[src/rtl/uart_ctrl_pkg.sv]
`default_nettype none
// ============================================================================
// Module      : uart_ctrl_pkg
// Description : Shared constants and FSM state encodings for the memory-mapped
//               serial port controller (bus addresses, status bit positions,
//               default baud divisor, RX/TX state types).
// Revision    : 1.0 - initial release
// ============================================================================
package uart_ctrl_pkg;

    // Bus addresses decoded by the CPU MEM stage
    localparam logic [15:0] c_UART_DATA_ADDR   = 16'hBF00;
    localparam logic [15:0] c_UART_STAT_ADDR   = 16'hBF01;

    // Status word bit positions
    localparam int          c_STAT_TX_READY    = 0;
    localparam int          c_STAT_RX_AVAIL    = 1;
    localparam int          c_STAT_OVERRUN     = 2;
    localparam int          c_STAT_FRAME_ERR   = 3;
    localparam int          c_STAT_COUNT_LSB   = 4;

    // 11.0592 MHz / 115200 baud
    localparam int          c_UART_DIV_DEFAULT = 96;

    typedef enum logic [1:0] {
        RX_IDLE  = 2'd0,
        RX_START = 2'd1,
        RX_DATA  = 2'd2,
        RX_STOP  = 2'd3
    } rx_state_e;

    typedef enum logic [1:0] {
        TX_IDLE  = 2'd0,
        TX_START = 2'd1,
        TX_DATA  = 2'd2,
        TX_STOP  = 2'd3
    } tx_state_e;

endpackage
`default_nettype wire

[src/rtl/uart_fifo.sv]
`default_nettype none
// ============================================================================
// Module      : uart_fifo
// Description : 8-bit wide receive FIFO, 2**DEPTH_LOG2 entries, head visible
//               combinationally. A push while full is only performed when a
//               pop happens in the same cycle.
// Ports       : clk, rst (async, active-high)
//               push, pop, din[7:0]  - write / read requests and write data
//               dout[7:0]            - current head entry
//               full, empty, count   - occupancy status
// Revision    : 1.0 - initial release
// ============================================================================
module uart_fifo #(
    parameter int DEPTH_LOG2 = 2
) (
    input  logic                  clk,
    input  logic                  rst,
    input  logic                  push,
    input  logic                  pop,
    input  logic [7:0]            din,
    output logic [7:0]            dout,
    output logic                  full,
    output logic                  empty,
    output logic [DEPTH_LOG2:0]   count
);

    localparam int                  c_DEPTH   = 1 << DEPTH_LOG2;
    localparam logic [DEPTH_LOG2-1:0] c_PTR_ONE = DEPTH_LOG2'(1);
    localparam logic [DEPTH_LOG2:0]   c_CNT_ONE = (DEPTH_LOG2 + 1)'(1);

    logic [7:0]            mem_q [c_DEPTH];
    logic [DEPTH_LOG2-1:0] wr_ptr_q, wr_ptr_d;
    logic [DEPTH_LOG2-1:0] rd_ptr_q, rd_ptr_d;
    logic [DEPTH_LOG2:0]   count_q,  count_d;
    logic                  w_wr;
    logic                  w_rd;

    // Count never exceeds the depth, so its MSB is set only when full
    assign full  = count_q[DEPTH_LOG2];
    assign empty = (count_q == '0);
    assign count = count_q;
    assign dout  = mem_q[rd_ptr_q];

    // A simultaneous pop frees the head slot, so a push into a full FIFO is legal then
    assign w_wr = push & (~full | pop);
    assign w_rd = pop & ~empty;

    always_comb begin
        wr_ptr_d = wr_ptr_q;
        rd_ptr_d = rd_ptr_q;
        count_d  = count_q;
        if (w_wr) begin
            wr_ptr_d = wr_ptr_q + c_PTR_ONE;
        end
        if (w_rd) begin
            rd_ptr_d = rd_ptr_q + c_PTR_ONE;
        end
        if (w_wr && !w_rd) begin
            count_d = count_q + c_CNT_ONE;
        end else if (w_rd && !w_wr) begin
            count_d = count_q - c_CNT_ONE;
        end
    end

    always_ff @(posedge clk or posedge rst) begin
        if (rst) begin
            wr_ptr_q <= '0;
            rd_ptr_q <= '0;
            count_q  <= '0;
        end else begin
            wr_ptr_q <= wr_ptr_d;
            rd_ptr_q <= rd_ptr_d;
            count_q  <= count_d;
        end
    end

    // Storage needs no reset: entries are only visible once counted
    always_ff @(posedge clk) begin
        if (w_wr) begin
            mem_q[wr_ptr_q] <= din;
        end
    end

endmodule
`default_nettype wire

[src/rtl/uart_ctrl.sv]
`default_nettype none
// ============================================================================
// Module      : uart_ctrl
// Description : Memory-mapped 8N1 serial port: receiver with 4-entry FIFO,
//               single-byte transmitter, sticky overrun / framing flags.
// Ports       : clk, rst (async, active-high)
//               rxd / txd            - serial in (async) / serial out
//               cs, we, re, addr     - bus select, strobes, 0=data 1=status
//               wdata[15:0]          - write data (bits 7:0 used)
//               rdata[15:0]          - combinational read data
// Revision    : 1.0 - initial release
// ============================================================================
module uart_ctrl
    import uart_ctrl_pkg::*;
#(
    parameter int DIV        = c_UART_DIV_DEFAULT,
    parameter int DEPTH_LOG2 = 2
) (
    input  logic        clk,
    input  logic        rst,
    input  logic        rxd,
    output logic        txd,
    input  logic        cs,
    input  logic        we,
    input  logic        re,
    input  logic        addr,
    input  logic [15:0] wdata,
    output logic [15:0] rdata
);

    localparam int                 c_CNT_W    = $clog2(DIV);
    localparam logic [c_CNT_W-1:0] c_FULL_BIT = c_CNT_W'(DIV - 1);
    localparam logic [c_CNT_W-1:0] c_HALF_BIT = c_CNT_W'(DIV / 2 - 1);
    localparam logic [c_CNT_W-1:0] c_CNT_ONE  = c_CNT_W'(1);
    localparam logic [2:0]         c_LAST_BIT = 3'd7;
    localparam logic [2:0]         c_BIT_ONE  = 3'd1;

    // ---------------- state ----------------
    logic                rx_meta_q, rx_sync_q, rx_prev_q;
    rx_state_e           rx_state_q, rx_state_d;
    logic [c_CNT_W-1:0]  rx_cnt_q,   rx_cnt_d;
    logic [2:0]          rx_bit_q,   rx_bit_d;
    logic [7:0]          rx_shift_q, rx_shift_d;
    tx_state_e           tx_state_q, tx_state_d;
    logic [c_CNT_W-1:0]  tx_cnt_q,   tx_cnt_d;
    logic [2:0]          tx_bit_q,   tx_bit_d;
    logic [7:0]          tx_shift_q, tx_shift_d;
    logic                txd_q,      txd_d;
    logic                overrun_q,  overrun_d;
    logic                frame_err_q, frame_err_d;

    // ---------------- combinational ----------------
    logic                w_rx_fall;
    logic                w_rx_push;
    logic                w_frame_set;
    logic                w_ovr_set;
    logic                w_pop;
    logic                w_stat_rd;
    logic                w_wr_accept;
    logic                w_tx_ready;
    logic [7:0]          fifo_dout;
    logic                fifo_full;
    logic                fifo_empty;
    logic [DEPTH_LOG2:0] fifo_count;
    logic                w_unused_wdata_hi;

    assign w_unused_wdata_hi = &{1'b0, wdata[15:8]};

    assign w_tx_ready  = (tx_state_q == TX_IDLE);
    assign w_pop       = cs & re & ~addr & ~fifo_empty;
    assign w_stat_rd   = cs & re & addr;
    assign w_wr_accept = cs & we & ~addr & w_tx_ready;
    assign w_rx_fall   = rx_prev_q & ~rx_sync_q;
    assign w_ovr_set   = w_rx_push & fifo_full & ~w_pop;
    assign txd         = txd_q;

    uart_fifo #(
        .DEPTH_LOG2 (DEPTH_LOG2)
    ) u_fifo (
        .clk   (clk),
        .rst   (rst),
        .push  (w_rx_push),
        .pop   (w_pop),
        .din   (rx_shift_q),
        .dout  (fifo_dout),
        .full  (fifo_full),
        .empty (fifo_empty),
        .count (fifo_count)
    );

    // ---------------- receive FSM ----------------
    always_comb begin
        rx_state_d  = rx_state_q;
        rx_cnt_d    = rx_cnt_q;
        rx_bit_d    = rx_bit_q;
        rx_shift_d  = rx_shift_q;
        w_rx_push   = 1'b0;
        w_frame_set = 1'b0;
        case (rx_state_q)
            RX_IDLE: begin
                if (w_rx_fall) begin
                    rx_state_d = RX_START;
                    rx_cnt_d   = c_HALF_BIT;
                end
            end
            RX_START: begin
                if (rx_cnt_q == '0) begin
                    // Line back high at mid start bit: treat as a glitch
                    rx_state_d = rx_sync_q ? RX_IDLE : RX_DATA;
                    rx_cnt_d   = c_FULL_BIT;
                    rx_bit_d   = '0;
                end else begin
                    rx_cnt_d = rx_cnt_q - c_CNT_ONE;
                end
            end
            RX_DATA: begin
                if (rx_cnt_q == '0) begin
                    rx_shift_d = {rx_sync_q, rx_shift_q[7:1]};
                    rx_cnt_d   = c_FULL_BIT;
                    if (rx_bit_q == c_LAST_BIT) begin
                        rx_state_d = RX_STOP;
                    end else begin
                        rx_bit_d = rx_bit_q + c_BIT_ONE;
                    end
                end else begin
                    rx_cnt_d = rx_cnt_q - c_CNT_ONE;
                end
            end
            RX_STOP: begin
                if (rx_cnt_q == '0) begin
                    rx_state_d  = RX_IDLE;
                    w_rx_push   = rx_sync_q;
                    w_frame_set = ~rx_sync_q;
                end else begin
                    rx_cnt_d = rx_cnt_q - c_CNT_ONE;
                end
            end
            default: rx_state_d = RX_IDLE;
        endcase
    end

    // ---------------- transmit FSM ----------------
    always_comb begin
        tx_state_d = tx_state_q;
        tx_cnt_d   = tx_cnt_q;
        tx_bit_d   = tx_bit_q;
        tx_shift_d = tx_shift_q;
        txd_d      = txd_q;
        case (tx_state_q)
            TX_IDLE: begin
                txd_d = 1'b1;
                if (w_wr_accept) begin
                    tx_state_d = TX_START;
                    tx_shift_d = wdata[7:0];
                    tx_cnt_d   = c_FULL_BIT;
                    txd_d      = 1'b0;
                end
            end
            TX_START: begin
                if (tx_cnt_q == '0) begin
                    tx_state_d = TX_DATA;
                    tx_bit_d   = '0;
                    tx_cnt_d   = c_FULL_BIT;
                    txd_d      = tx_shift_q[0];
                    tx_shift_d = {1'b0, tx_shift_q[7:1]};
                end else begin
                    tx_cnt_d = tx_cnt_q - c_CNT_ONE;
                end
            end
            TX_DATA: begin
                if (tx_cnt_q == '0) begin
                    tx_cnt_d = c_FULL_BIT;
                    if (tx_bit_q == c_LAST_BIT) begin
                        tx_state_d = TX_STOP;
                        txd_d      = 1'b1;
                    end else begin
                        tx_bit_d   = tx_bit_q + c_BIT_ONE;
                        txd_d      = tx_shift_q[0];
                        tx_shift_d = {1'b0, tx_shift_q[7:1]};
                    end
                end else begin
                    tx_cnt_d = tx_cnt_q - c_CNT_ONE;
                end
            end
            TX_STOP: begin
                if (tx_cnt_q == '0) begin
                    tx_state_d = TX_IDLE;
                end else begin
                    tx_cnt_d = tx_cnt_q - c_CNT_ONE;
                end
            end
            default: begin
                tx_state_d = TX_IDLE;
                txd_d      = 1'b1;
            end
        endcase
    end

    // ---------------- sticky flags: a new error beats a clearing read ----------------
    always_comb begin
        overrun_d   = (overrun_q   & ~w_stat_rd) | w_ovr_set;
        frame_err_d = (frame_err_q & ~w_stat_rd) | w_frame_set;
    end

    // ---------------- read mux ----------------
    always_comb begin
        rdata = '0;
        if (addr) begin
            rdata[c_STAT_TX_READY]           = w_tx_ready;
            rdata[c_STAT_RX_AVAIL]           = ~fifo_empty;
            rdata[c_STAT_OVERRUN]            = overrun_q;
            rdata[c_STAT_FRAME_ERR]          = frame_err_q;
            rdata[c_STAT_COUNT_LSB +: 3]     = 3'(fifo_count);
        end else if (!fifo_empty) begin
            rdata[7:0] = fifo_dout;
        end
    end

    always_ff @(posedge clk or posedge rst) begin
        if (rst) begin
            rx_meta_q   <= 1'b1;
            rx_sync_q   <= 1'b1;
            rx_prev_q   <= 1'b1;
            rx_state_q  <= RX_IDLE;
            rx_cnt_q    <= '0;
            rx_bit_q    <= '0;
            rx_shift_q  <= '0;
            tx_state_q  <= TX_IDLE;
            tx_cnt_q    <= '0;
            tx_bit_q    <= '0;
            tx_shift_q  <= '0;
            txd_q       <= 1'b1;
            overrun_q   <= 1'b0;
            frame_err_q <= 1'b0;
        end else begin
            rx_meta_q   <= rxd;
            rx_sync_q   <= rx_meta_q;
            rx_prev_q   <= rx_sync_q;
            rx_state_q  <= rx_state_d;
            rx_cnt_q    <= rx_cnt_d;
            rx_bit_q    <= rx_bit_d;
            rx_shift_q  <= rx_shift_d;
            tx_state_q  <= tx_state_d;
            tx_cnt_q    <= tx_cnt_d;
            tx_bit_q    <= tx_bit_d;
            tx_shift_q  <= tx_shift_d;
            txd_q       <= txd_d;
            overrun_q   <= overrun_d;
            frame_err_q <= frame_err_d;
        end
    end

endmodule
`default_nettype wire

[config.mk]
export PLATFORM = sky130hd
export DESIGN_NAME = uart_ctrl
export DESIGN_NICKNAME = d
export VERILOG_FILES = /design/src/rtl/uart_ctrl_pkg.sv /design/src/rtl/uart_fifo.sv /design/src/rtl/uart_ctrl.sv
export SDC_FILE = /design/constraint.sdc
export NUM_CORES = 1
export LEC_CHECK = 0
export CORE_MARGIN = 2
export CORE_UTILIZATION = 50
export CTS_CLUSTER_DIAMETER = 120
export DETAILED_ROUTE_END_ITERATION = 10
export DONT_BUFFER_PORTS = 1
export HOLD_SLACK_MARGIN = 0.06
export PLACE_DENSITY = 0.65
export SYNTH_ARGS = -nofsm -noshare
export SYNTH_HDL_FRONTEND = slang
export SYNTH_SLANG_ARGS = --single-unit
[constraint.sdc]
create_clock -name clk -period 3.2 [get_ports clk]
set_input_delay 0.16 -clock clk [delete_from_list [all_inputs] [get_ports clk]]
set_output_delay 0.16 -clock clk [all_outputs]
set_load 0.005 [all_outputs]
==> impl_metrics.ini, run 1 <==
[outcome]
status = completed

[cts]
max-clock-path-buffers = 2
cts_sinks = 85
clock_latency_ps = 370
numCtsBuffers = 9
htreeDepth = 3
root_buffer = clkbuf_8
cts_tree = done
path_clk_slew_ps = 100
ctsResizeCount = 0

[final_layout]
multiInputGateArea_sq_mm = 0.00181
area_delta_synth_final_pct = 9.27
regArea_sq_mm = 0.00229
fillers = 672
antennaDiodeCount = 0
layout-drive-gt1-share_pct = 15.8
num-nets-final = 401
instances_no_fill = 466

[placed_design]
port_buffers = 0
place_congestion = 0.811
dpl.hpwl_um = 5070
dp.cells = 436

[routing]
drtIter0Drc = 90
top_layer_used = met4
wl_per_cell_um = 15.9
wl_met1_um = 3430
vias_per_cell = 5.67
drtAntennaViolNets = 0
dr.pass1.iters = 4
wl_met3_um = 214
drt_wl_total_um = 7400
via_count = 2644
drc = 0
wl_met2_um = 3600

[timing]
slew_headroom_pct = 44.4
fin_skew_ps = 18.4
tightestPinTransition_ps = 834
holdWs_ps = 84.1
hold_viol = 0
min_period_ps = 2550
finalSetupTns_ps = 0
fin_crit_sh_pct = 79.6
finalMaxSlewViolations = 0
setup_viol_count_final = 0
rsz0062_at_grt = no
max_freq_ghz = 0.392

[logic_synthesis]
ys_seq_area_share_pct = 54.1
synthCells = 337
synth_edf_count = 32
synth_cell_types = 58
syn_avg_cell_area_sq_um = 12.6
synth-seq-cells = 85
ys_warn_count = 0
syn-cell-area_sq_mm = 0.00424
ys.flop_type = dfrtp_1
async_flop_share_pct = 62.4

[floorplan]
dieWidth_um = 96.1
ios = 40
core_area_sq_mm = 0.00822
die_h_um = 96.1
dieArea_sq_mm = 0.00923
core.rowCount = 33
start_util_pct = 51.6

[grt]
grt_max_degree = 32
grt_first_pass_wirelength_um = 12300
globalRoute.totalOverflow = 0
first_global_vias = 2569
grt_usage_pct = 18.0
grt_antenna_before_repair = 0

[power_and_ir_drop]
total_leakage_power_nw = 1.86
ir_drop_v = 0.000397
p_per_area_mw_per_mm2 = 881

[critical_path]
worstSetupStartpointType = register
critPathKind = register to register
required_ps = 3510
critical_path.max_fanout = 5
worst_setup_path_end_kind = register
arrival_ps = 2860

[flow_run]
cap_violations = 0

[min_path]
hp-class = input port to register
registers in the layout (all words and copies together), names as in the netlist, named ones only:
signal           flops
frame_err_q          1
overrun_q            1
rx_bit_q             3
rx_cnt_q             7
rx_meta_q            1
rx_prev_q            1
rx_shift_q           8
rx_state_q           1
rx_sync_q            1
tx_bit_q             3
tx_cnt_q             7
tx_shift_q           8
tx_state_q           2
txd                  1
u_fifo.count         3
u_fifo.mem_q        32
u_fifo.rd_ptr_q      2
u_fifo.wr_ptr_q      2
worst paths after layout:
path                               start               to  slack [ps]  depth (start not counted)
min                             wdata[7]    tx_shift_q[7]          80                          2
min in group asynchronous            rst    tx_shift_q[4]         270                          2
max reg2reg                rx_state_q[0]  u_fifo.count[2]         650                         10
min reg2reg                    rx_meta_q        rx_sync_q         360                          0
max in group asynchronous            rst              txd        2110                          3
max                        rx_state_q[0]  u_fifo.count[2]         650                         10
logic make-up after synthesis:
kind of cell / synth area share [%]
xor gates and xnor gates: 1.65
DFF: 54.1
AOI/OAI and AO/OA: 13.2
buffers and inverters: 3.90
and+or+nand+nor: 10.1
other: 0.0885
muxes: 10.3
adders and majority gates: 6.67
synth_stat cells, types with 9 or more instances:
master     n  area share, %
a21oi_1   15            1.8
o21ai_0   11            1.3
nand3_1   10            1.2
mux2_2    12            3.2
inv_1     14            1.2
edfxtp_1  32             23
nand2_1   15            1.3
ha_1      21            6.2
dfrtp_1   49             29
nor3_1     9            1.1
mux2i_1    9            2.1
nor2_1    22            1.9
worst max-delay path, stage by stage, from the launching register on:
cell and delay (ps):
dfrtp_1 410, ha_1 230, nor4b_1 430, nand3_1 180, nor2b_1 220, ha_1 210, inv_1 60, fa_1 370
xor2_1 150, nor2_1 110, xor2_1 140
cell usage in the layout, fill, tap and decap left out, types with 3 or more instances in the layout:
master          n
o21ai_0        11
o22a_1          6
o211ai_1        3
dlygate4sd3_1  14
a31oi_1         8
clkbuf_8        9
mux2i_1         9
o21a_1          3
xor2_1          3
nor2_1         22
inv_6           3
dfrtp_1        49
mux2_2         12
ha_1           21
nor3_1          9
conb_1          8
dfstp_2         4
xnor2_1         5
nand2b_1        5
nand2_1        15
a22o_1          8
inv_1          13
mux4_2          8
edfxtp_1       32
and2_1          7
nand3_1        10
buf_4           4
a21oi_1        15
per-stage QoR:
stage	area (sq um)	worst slack [ps]	utilization, %	power [W]
floorplan	4260	804	-	0.00307
global placement	4310	653	52.5	0.00333
detailed placement	4310	608	52.5	0.00339
CTS	4630	618	56.3	0.00411
global route	4630	338	56.3	0.00440
finish	4630	652	56.3	0.00408
power breakdown:
part	internal, W	switching (W)
sequential	0.00136	0.000269
clock	0.000295	0.000414
combinational	0.000826	0.000912
total	0.00248	0.00159
per-layer routing:
layer	vias up	track usage, %
met3	15	4.70
met5	-	0
met2	29	28.2
met4	0	8.10
li1	1278	-
met1	1322	23.5
what timing repair did:
item                                   4_1_cts  5_1_grt
setup endpoints to repair                    0        0
endpoints found under the hold margin       34        0
setup buffers                                0        0
hold buffers                                14        0
area by class of cell:
type                    count  area share [%]
flip-flops and latches     85            49.5
inverters                  14            1.14
repair buffers             18            3.68
multi-input cells         228            39.0
clock inverters             6            1.08
well taps                 105            2.84
clock buffers              10            2.76
Power figures use the tool's default switching activity.
==> run 2, diff against run 1 <==
ABC_AREA = 1   (was unset)
clock period = 2.7 ns   (was 3.2 ns; I/O delays follow)
==> run 2 against run 1 <==
Effect of this change: setup slack got worse by 370 ps; largest cell class unchanged; via count up 17%; sequential power rose by 16%; critical endpoint unchanged; count of clock-buffer cells in the layout is 1 lower; critical path depth is 4 higher; clock power increased by 32%; die area rose by 3.8%; routed wire length is 11% higher; utilization down 0.62 points; area after synthesis rose by 4.0%.
==> impl_metrics.ini, run 2 <==
[critical_path]
worst_setup_path_end_kind = register
crit_family = adder cells
critPathKind = register to register
critical_path.max_fanout = 7
worstSetupStartpointType = register
required_ps = 2940
arrival_ps = 2660
path_depth = 14
crit_chain = inv_2, ha_1, inv_1, nor2_2, nand3_2, inv_2, nand3_2, inv_1, ha_1, inv_1, fa_1, a21oi_1, o21ai_0, xor2_1
critPathMaxStageDelay_ps = 380
cp_common_cell = inv_1
critical-path-slowest-cell = dfrtp_1
path_buf_inv = 5
reg2regPathDepth = 14

[cts]
cts_sinks = 85
cts_tree = done
root_buffer = clkbuf_8
numCtsBuffers = 9
htreeDepth = 3
clock_latency_ps = 360
path_clk_slew_ps = 80
max-clock-path-buffers = 2

[power_and_ir_drop]
total_leakage_power_nw = 2.18
p_comb_share_pct = 42.4
power.total_w = 0.00492
ir_drop_v = 0.000508
swShare_pct = 42.7
p_switching_w = 0.00210
internal_power_w = 0.00282
p_per_area_mw_per_mm2 = 1020
pwr-share-clk_pct = 19.0
seqPwrFrac_pct = 38.6

[logic_synthesis]
syn-cell-area_sq_mm = 0.00441
synth-seq-cells = 85
syn_avg_cell_area_sq_um = 9.28
ys_warn_count = 0
synth_cell_types = 40
synthCells = 475
async_flop_share_pct = 62.4
synth.most_common_cell = nand2_1
synthTopCellsByCount = nand2_1 (95), nor2_1 (55), inv_1 (50)
synth_area_leader_cell = dfrtp_1
ys.flop_type = dfrtp_1
ys_seq_area_share_pct = 52.0
synth_edf_count = 32
yosys-top-cells-area = dfrtp_1 (28%), edfxtp_1 (22%), nand2_1 (8.1%)
synth.top_cell.area_share_pct = 27.8

[final_layout]
reg.largest.list = u_fifo.mem_q (32), rx_shift_q (8), tx_shift_q (8)
layout-drive-gt1-share_pct = 13.7
fillers = 813
multiInputGateArea_sq_mm = 0.00180
regArea_sq_mm = 0.00229
area_delta_synth_final_pct = 9.20
largest_register = u_fifo.mem_q
final_cell_area_sq_mm = 0.00481
antennaDiodeCount = 0
final_cell_mix = nand2_1 (95), nor2_1 (55), dfrtp_1 (49)
num-nets-final = 538
final_common_cell = nand2_1
largest_reg_flops = 32

[min_path]
hp-class = input port to register
hold_depth = 3

[timing]
finalSetupTns_ps = 0
finalMaxSlewViolations = 0
fin_crit_sh_pct = 89.6
hold_viol = 0
max_freq_ghz = 0.413
tightestPinTransition_ps = 599
final.setup.worst_slack_ps = 280
setup_viol_count_final = 0
fin_skew_ps = 12.3
slew_headroom_pct = 60.0
rsz0062_at_grt = no
min_period_ps = 2420

[placed_design]
dp_slack_ps = 210
placed_area_sq_mm = 0.00450
place_congestion = 0.811
dpl.hpwl_um = 5790
port_buffers = 0

[flow_run]
cap_violations = 0

[outcome]
status = completed

[floorplan]
start_util_pct = 51.0
dieWidth_um = 97.9
dieArea_sq_mm = 0.00958
die_h_um = 97.9
core.rowCount = 34
ios = 40
core_area_sq_mm = 0.00864

[routing]
drtAntennaViolNets = 0
drc = 0
vias_per_cell = 5.13
via_count = 3106
dr.pass1.iters = 4
wl_per_cell_um = 13.6
drt_wl_total_um = 8240
drtIter0Drc = 173

[grt]
grt_usage_pct = 18.3
grt_antenna_before_repair = 0
globalRoute.totalOverflow = 0
grt_max_degree = 29
first_global_vias = 2932
grt_first_pass_wirelength_um = 14000
run 2: cell types whose count changed after synthesis, sizes merged, moves of 8 or more:
cell,delta
a22o,-8
inv,+44
mux2,-13
mux4,-8
nand2,+87
nand3,+14
nor2,+38
nor3,-8
o21ai,+46
run 2: path summary, 6_finish.rpt:
check	startpoint	endpoint	slack [ps]
hold / removal	re	overrun_q	110
setup / recovery	rx_cnt_q[0]	u_fifo.count[2]	280
hold reg to reg	rx_meta_q	rx_sync_q	370
setup reg to reg	rx_cnt_q[0]	u_fifo.count[2]	280
min in group asynchronous	rst	tx_shift_q[0]	290
max in group asynchronous	rst	rx_prev_q	1590
run 2: routing by layer:
| layer | up-vias | track usage (%) | wire length [um] |
|---|---|---|---|
| li1 | 1575 | - | - |
| met3 | 14 | 3.72 | 296 |
| met2 | 56 | 29.2 | 3880 |
| met1 | 1461 | 24.7 | 3890 |
| met4 | 0 | 7.59 | 172 |
| met5 | - | 0 | 0 |
run 2: repair_timing:
| action | 4_1_cts | 5_1_grt |
|---|---|---|
| setup endpoints to repair | 0 | 1 |
| endpoints found under the hold margin | 36 | 0 |
| resized for setup | 0 | 1 |
| hold buffers | 11 | 0 |
| buffers inserted | 0 | 0 |
run 2: logic make-up after synthesis:
family                     Yosys count  synth area share (%)
AOI/OAI and AO/OA                   77                  9.99
other                                1                0.0851
xor gates and xnor gates             7                  1.39
adders and majority gates           22                  6.42
DFF                                 85                  52.0
buffers and inverters               76                  7.75
muxes                                8                  1.85
and+or+nand+nor                    199                  20.5
run 2: area by class of cell:
class / instances / share of cell area (%)
clock inverters: 7 / 1.69
clock buffers: 9 / 2.57
multi-input cells: 321 / 37.4
flip-flops and latches: 85 / 47.6
well taps: 108 / 2.81
repair buffers: 18 / 3.38
inverters: 58 / 4.52
run 2: worst register-to-register path: cells and delay by family, from the launching register on:
family	cells	cell delay, ps
fa+ha+maj	3	710
compound gates	2	250
xor+xnor	1	150
simple gates	3	390
flops	1	380
buf+inv	5	420
run 2: power groups by stage:
stage | Sequential (W) | Clock, W | Combinational, W
6_report | 0.00189 | 0.000934 | 0.00209
5_1_grt | 0.00194 | 0.00101 | 0.00241
4_1_cts | 0.00189 | 0.000963 | 0.00211
3_5_place_dp | 0.00192 | 0 | 0.00208
3_3_place_gp | 0.00191 | 0 | 0.00203
2_1_floorplan | 0.00181 | 0 | 0.00181
run 2: per-stage QoR:
| stage | util (%) | hold WS, ps | instances |
|---|---|---|---|
| after detailed placement | 52.1 | 131 | 579 |
| after global routing | 55.7 | 120 | 606 |
| after floorplan | - | 139 | 482 |
| final | 55.7 | 105 | 606 |
| after CTS | 55.7 | 90.5 | 606 |
| after global placement | 52.1 | 115 | 579 |
==> run 3, diff against run 2 <==
CORE_UTILIZATION = 37   (was 50)
PLACE_DENSITY = 0.51   (was 0.65)
==> run 3 against run 2 <==
Effect of this change: the run now ends with DRC left; hold slack worse by 32 ps; design area up 3.4%; power up 7.3%; global-route usage down 4.0 points; die area up 34%; routed wire length up 2.2%; combinational power up 2%; utilization down 13 points; non-clock buffer count up 2; first-iteration DRC count down 29%; sequential power about the same; sequential cell count unchanged; largest cell class unchanged.
==> impl_metrics.ini, run 3 (synthesis gave the netlist of run 2 again) <==
[outcome]
status = finished, violations left
violations = DRC

[flow_run]
cap_violations = 0

[placed_design]
dpl.hpwl_um = 5980
port_buffers = 0
place_congestion = 0.780
dp.cells = 616
dp_slack_ps = 185

[floorplan]
start_util_pct = 38.3
core.rowCount = 39
dieArea_sq_mm = 0.0128
dieWidth_um = 113
die_h_um = 113
ios = 40
core_area_sq_mm = 0.0115

[critical_path]
reg2regPathDepth = 14
cp_common_cell = inv_1
arrival_ps = 2690
path_buf_inv = 5
worstSetupStartpointType = register
required_ps = 2920
critPathMaxStageDelay_ps = 390
critPathKind = register to register
critical-path-slowest-cell = fa_1
worst_setup_path_end_kind = register
crit_chain = inv_2, ha_1, inv_1, nor2_4, nand3_2, inv_2, nand3_2, inv_1, ha_1, inv_1, fa_1, a21oi_1, o21ai_0, xor2_1
crit_family = adder cells
critical_path.max_fanout = 7
path_depth = 14

[grt]
grt_max_degree = 42
grt_antenna_before_repair = 0
globalRoute.totalOverflow = 0
first_global_vias = 3019
grt_usage_pct = 14.3
grt_first_pass_wirelength_um = 14500

[routing]
vias_per_cell = 4.76
drc = 4
via_count = 3060
dr.pass1.iters = 7
drt_wl_total_um = 8430
wl_per_cell_um = 13.1
drtAntennaViolNets = 0
drtIter0Drc = 123

[power_and_ir_drop]
power.total_w = 0.00527
total_leakage_power_nw = 2.24
ir_drop_v = 0.000367
p_per_area_mw_per_mm2 = 1060

[final_layout]
instances_no_fill = 643
regArea_sq_mm = 0.00229
final_common_cell = nand2_1
multiInputGateArea_sq_mm = 0.00180
num-nets-final = 540
largest_register = u_fifo.mem_q
reg.largest.list = u_fifo.mem_q (32), rx_shift_q (8), tx_shift_q (8)
largest_reg_flops = 32
final_cell_mix = nand2_1 (95), nor2_1 (55), dfrtp_1 (49)
area_delta_synth_final_pct = 12.9
antennaDiodeCount = 0
fillers = 1136
layout-drive-gt1-share_pct = 13.8

[cts]
cts_sinks = 85
clock_latency_ps = 340
root_buffer = clkbuf_16
htreeDepth = 3
numCtsBuffers = 9
path_clk_slew_ps = 70
max-clock-path-buffers = 2
cts_tree = done

[timing]
max_freq_ghz = 0.404
min_period_ps = 2470
finalSetupTns_ps = 0
final.setup.worst_slack_ps = 227
fin_crit_sh_pct = 91.6
tightestPinTransition_ps = 868
fin_skew_ps = 6.41
finalMaxSlewViolations = 0
rsz0062_at_grt = no
setup_viol_count_final = 0
slew_headroom_pct = 42.1
hold_viol = 0

[min_path]
hp-class = input port to register
hold_depth = 3
-- run 3: final cells by class --
type,count,share of cell area [%]
clock buffer,10,4.60
clock inverter,6,1.53
inverter,58,4.38
multi-input combinational,321,36.3
sequential,85,46.1
tap,143,3.60
timing repair buffer,20,3.57
-- run 3: stage by stage --
step,cell area [sq um],util (%),hold slack (ps)
floorplan,4430,-,139
global route,4980,43.2,88.1
detailed placement,4560,39.6,140
global placement,4560,39.6,140
CTS,4970,43.2,61.1
finish,4980,43.2,73.0
-- run 3: path summary, 6_finish.rpt --
| kind | start | end | slack (ps) |
|---|---|---|---|
| worst max-delay path | rx_cnt_q[0] | u_fifo.count[2] | 230 |
| worst min-delay path | addr | frame_err_q | 70 |
| worst max register to register | rx_cnt_q[0] | u_fifo.count[2] | 230 |
| worst min register to register | rx_meta_q | rx_sync_q | 360 |
| max in group asynchronous | rst | rx_prev_q | 1550 |
| min in group asynchronous | rst | tx_shift_q[7] | 430 |
-- run 3: power breakdown --
group          leakage [nW]  switching [W]  internal [W]  total [W]
Combinational          1.15        0.00136      0.000782    0.00214
Clock                 0.150       0.000532      0.000735    0.00127
Sequential            0.942       0.000250       0.00161    0.00186
Total                  2.24        0.00214       0.00313    0.00527
-- run 3: worst register-to-register path: cells and delay by family, from the launching register on --
family | cells | cell delay, ps
buf+inv | 5 | 450
xor+xnor | 1 | 150
compound gates | 2 | 300
flops | 1 | 370
simple gates | 3 | 350
fa+ha+maj | 3 | 730
-- run 3: timing repair --
| action | 4_1_cts | 5_1_grt |
|---|---|---|
| hold buffers | 11 | 0 |
| setup endpoints to repair | 0 | 1 |
| resized for setup | 0 | 2 |
| endpoints found under the hold margin | 46 | 0 |
| setup buffers | 0 | 0 |
-- run 3: layer usage --
metal  vias up  track usage [%]  wire length (um)
li1       1579                -                 -
met1      1430             18.5              4030
met2        43             23.2              3990
met3         8             3.80               295
met4         0             5.37               110
met5         -                0                 0
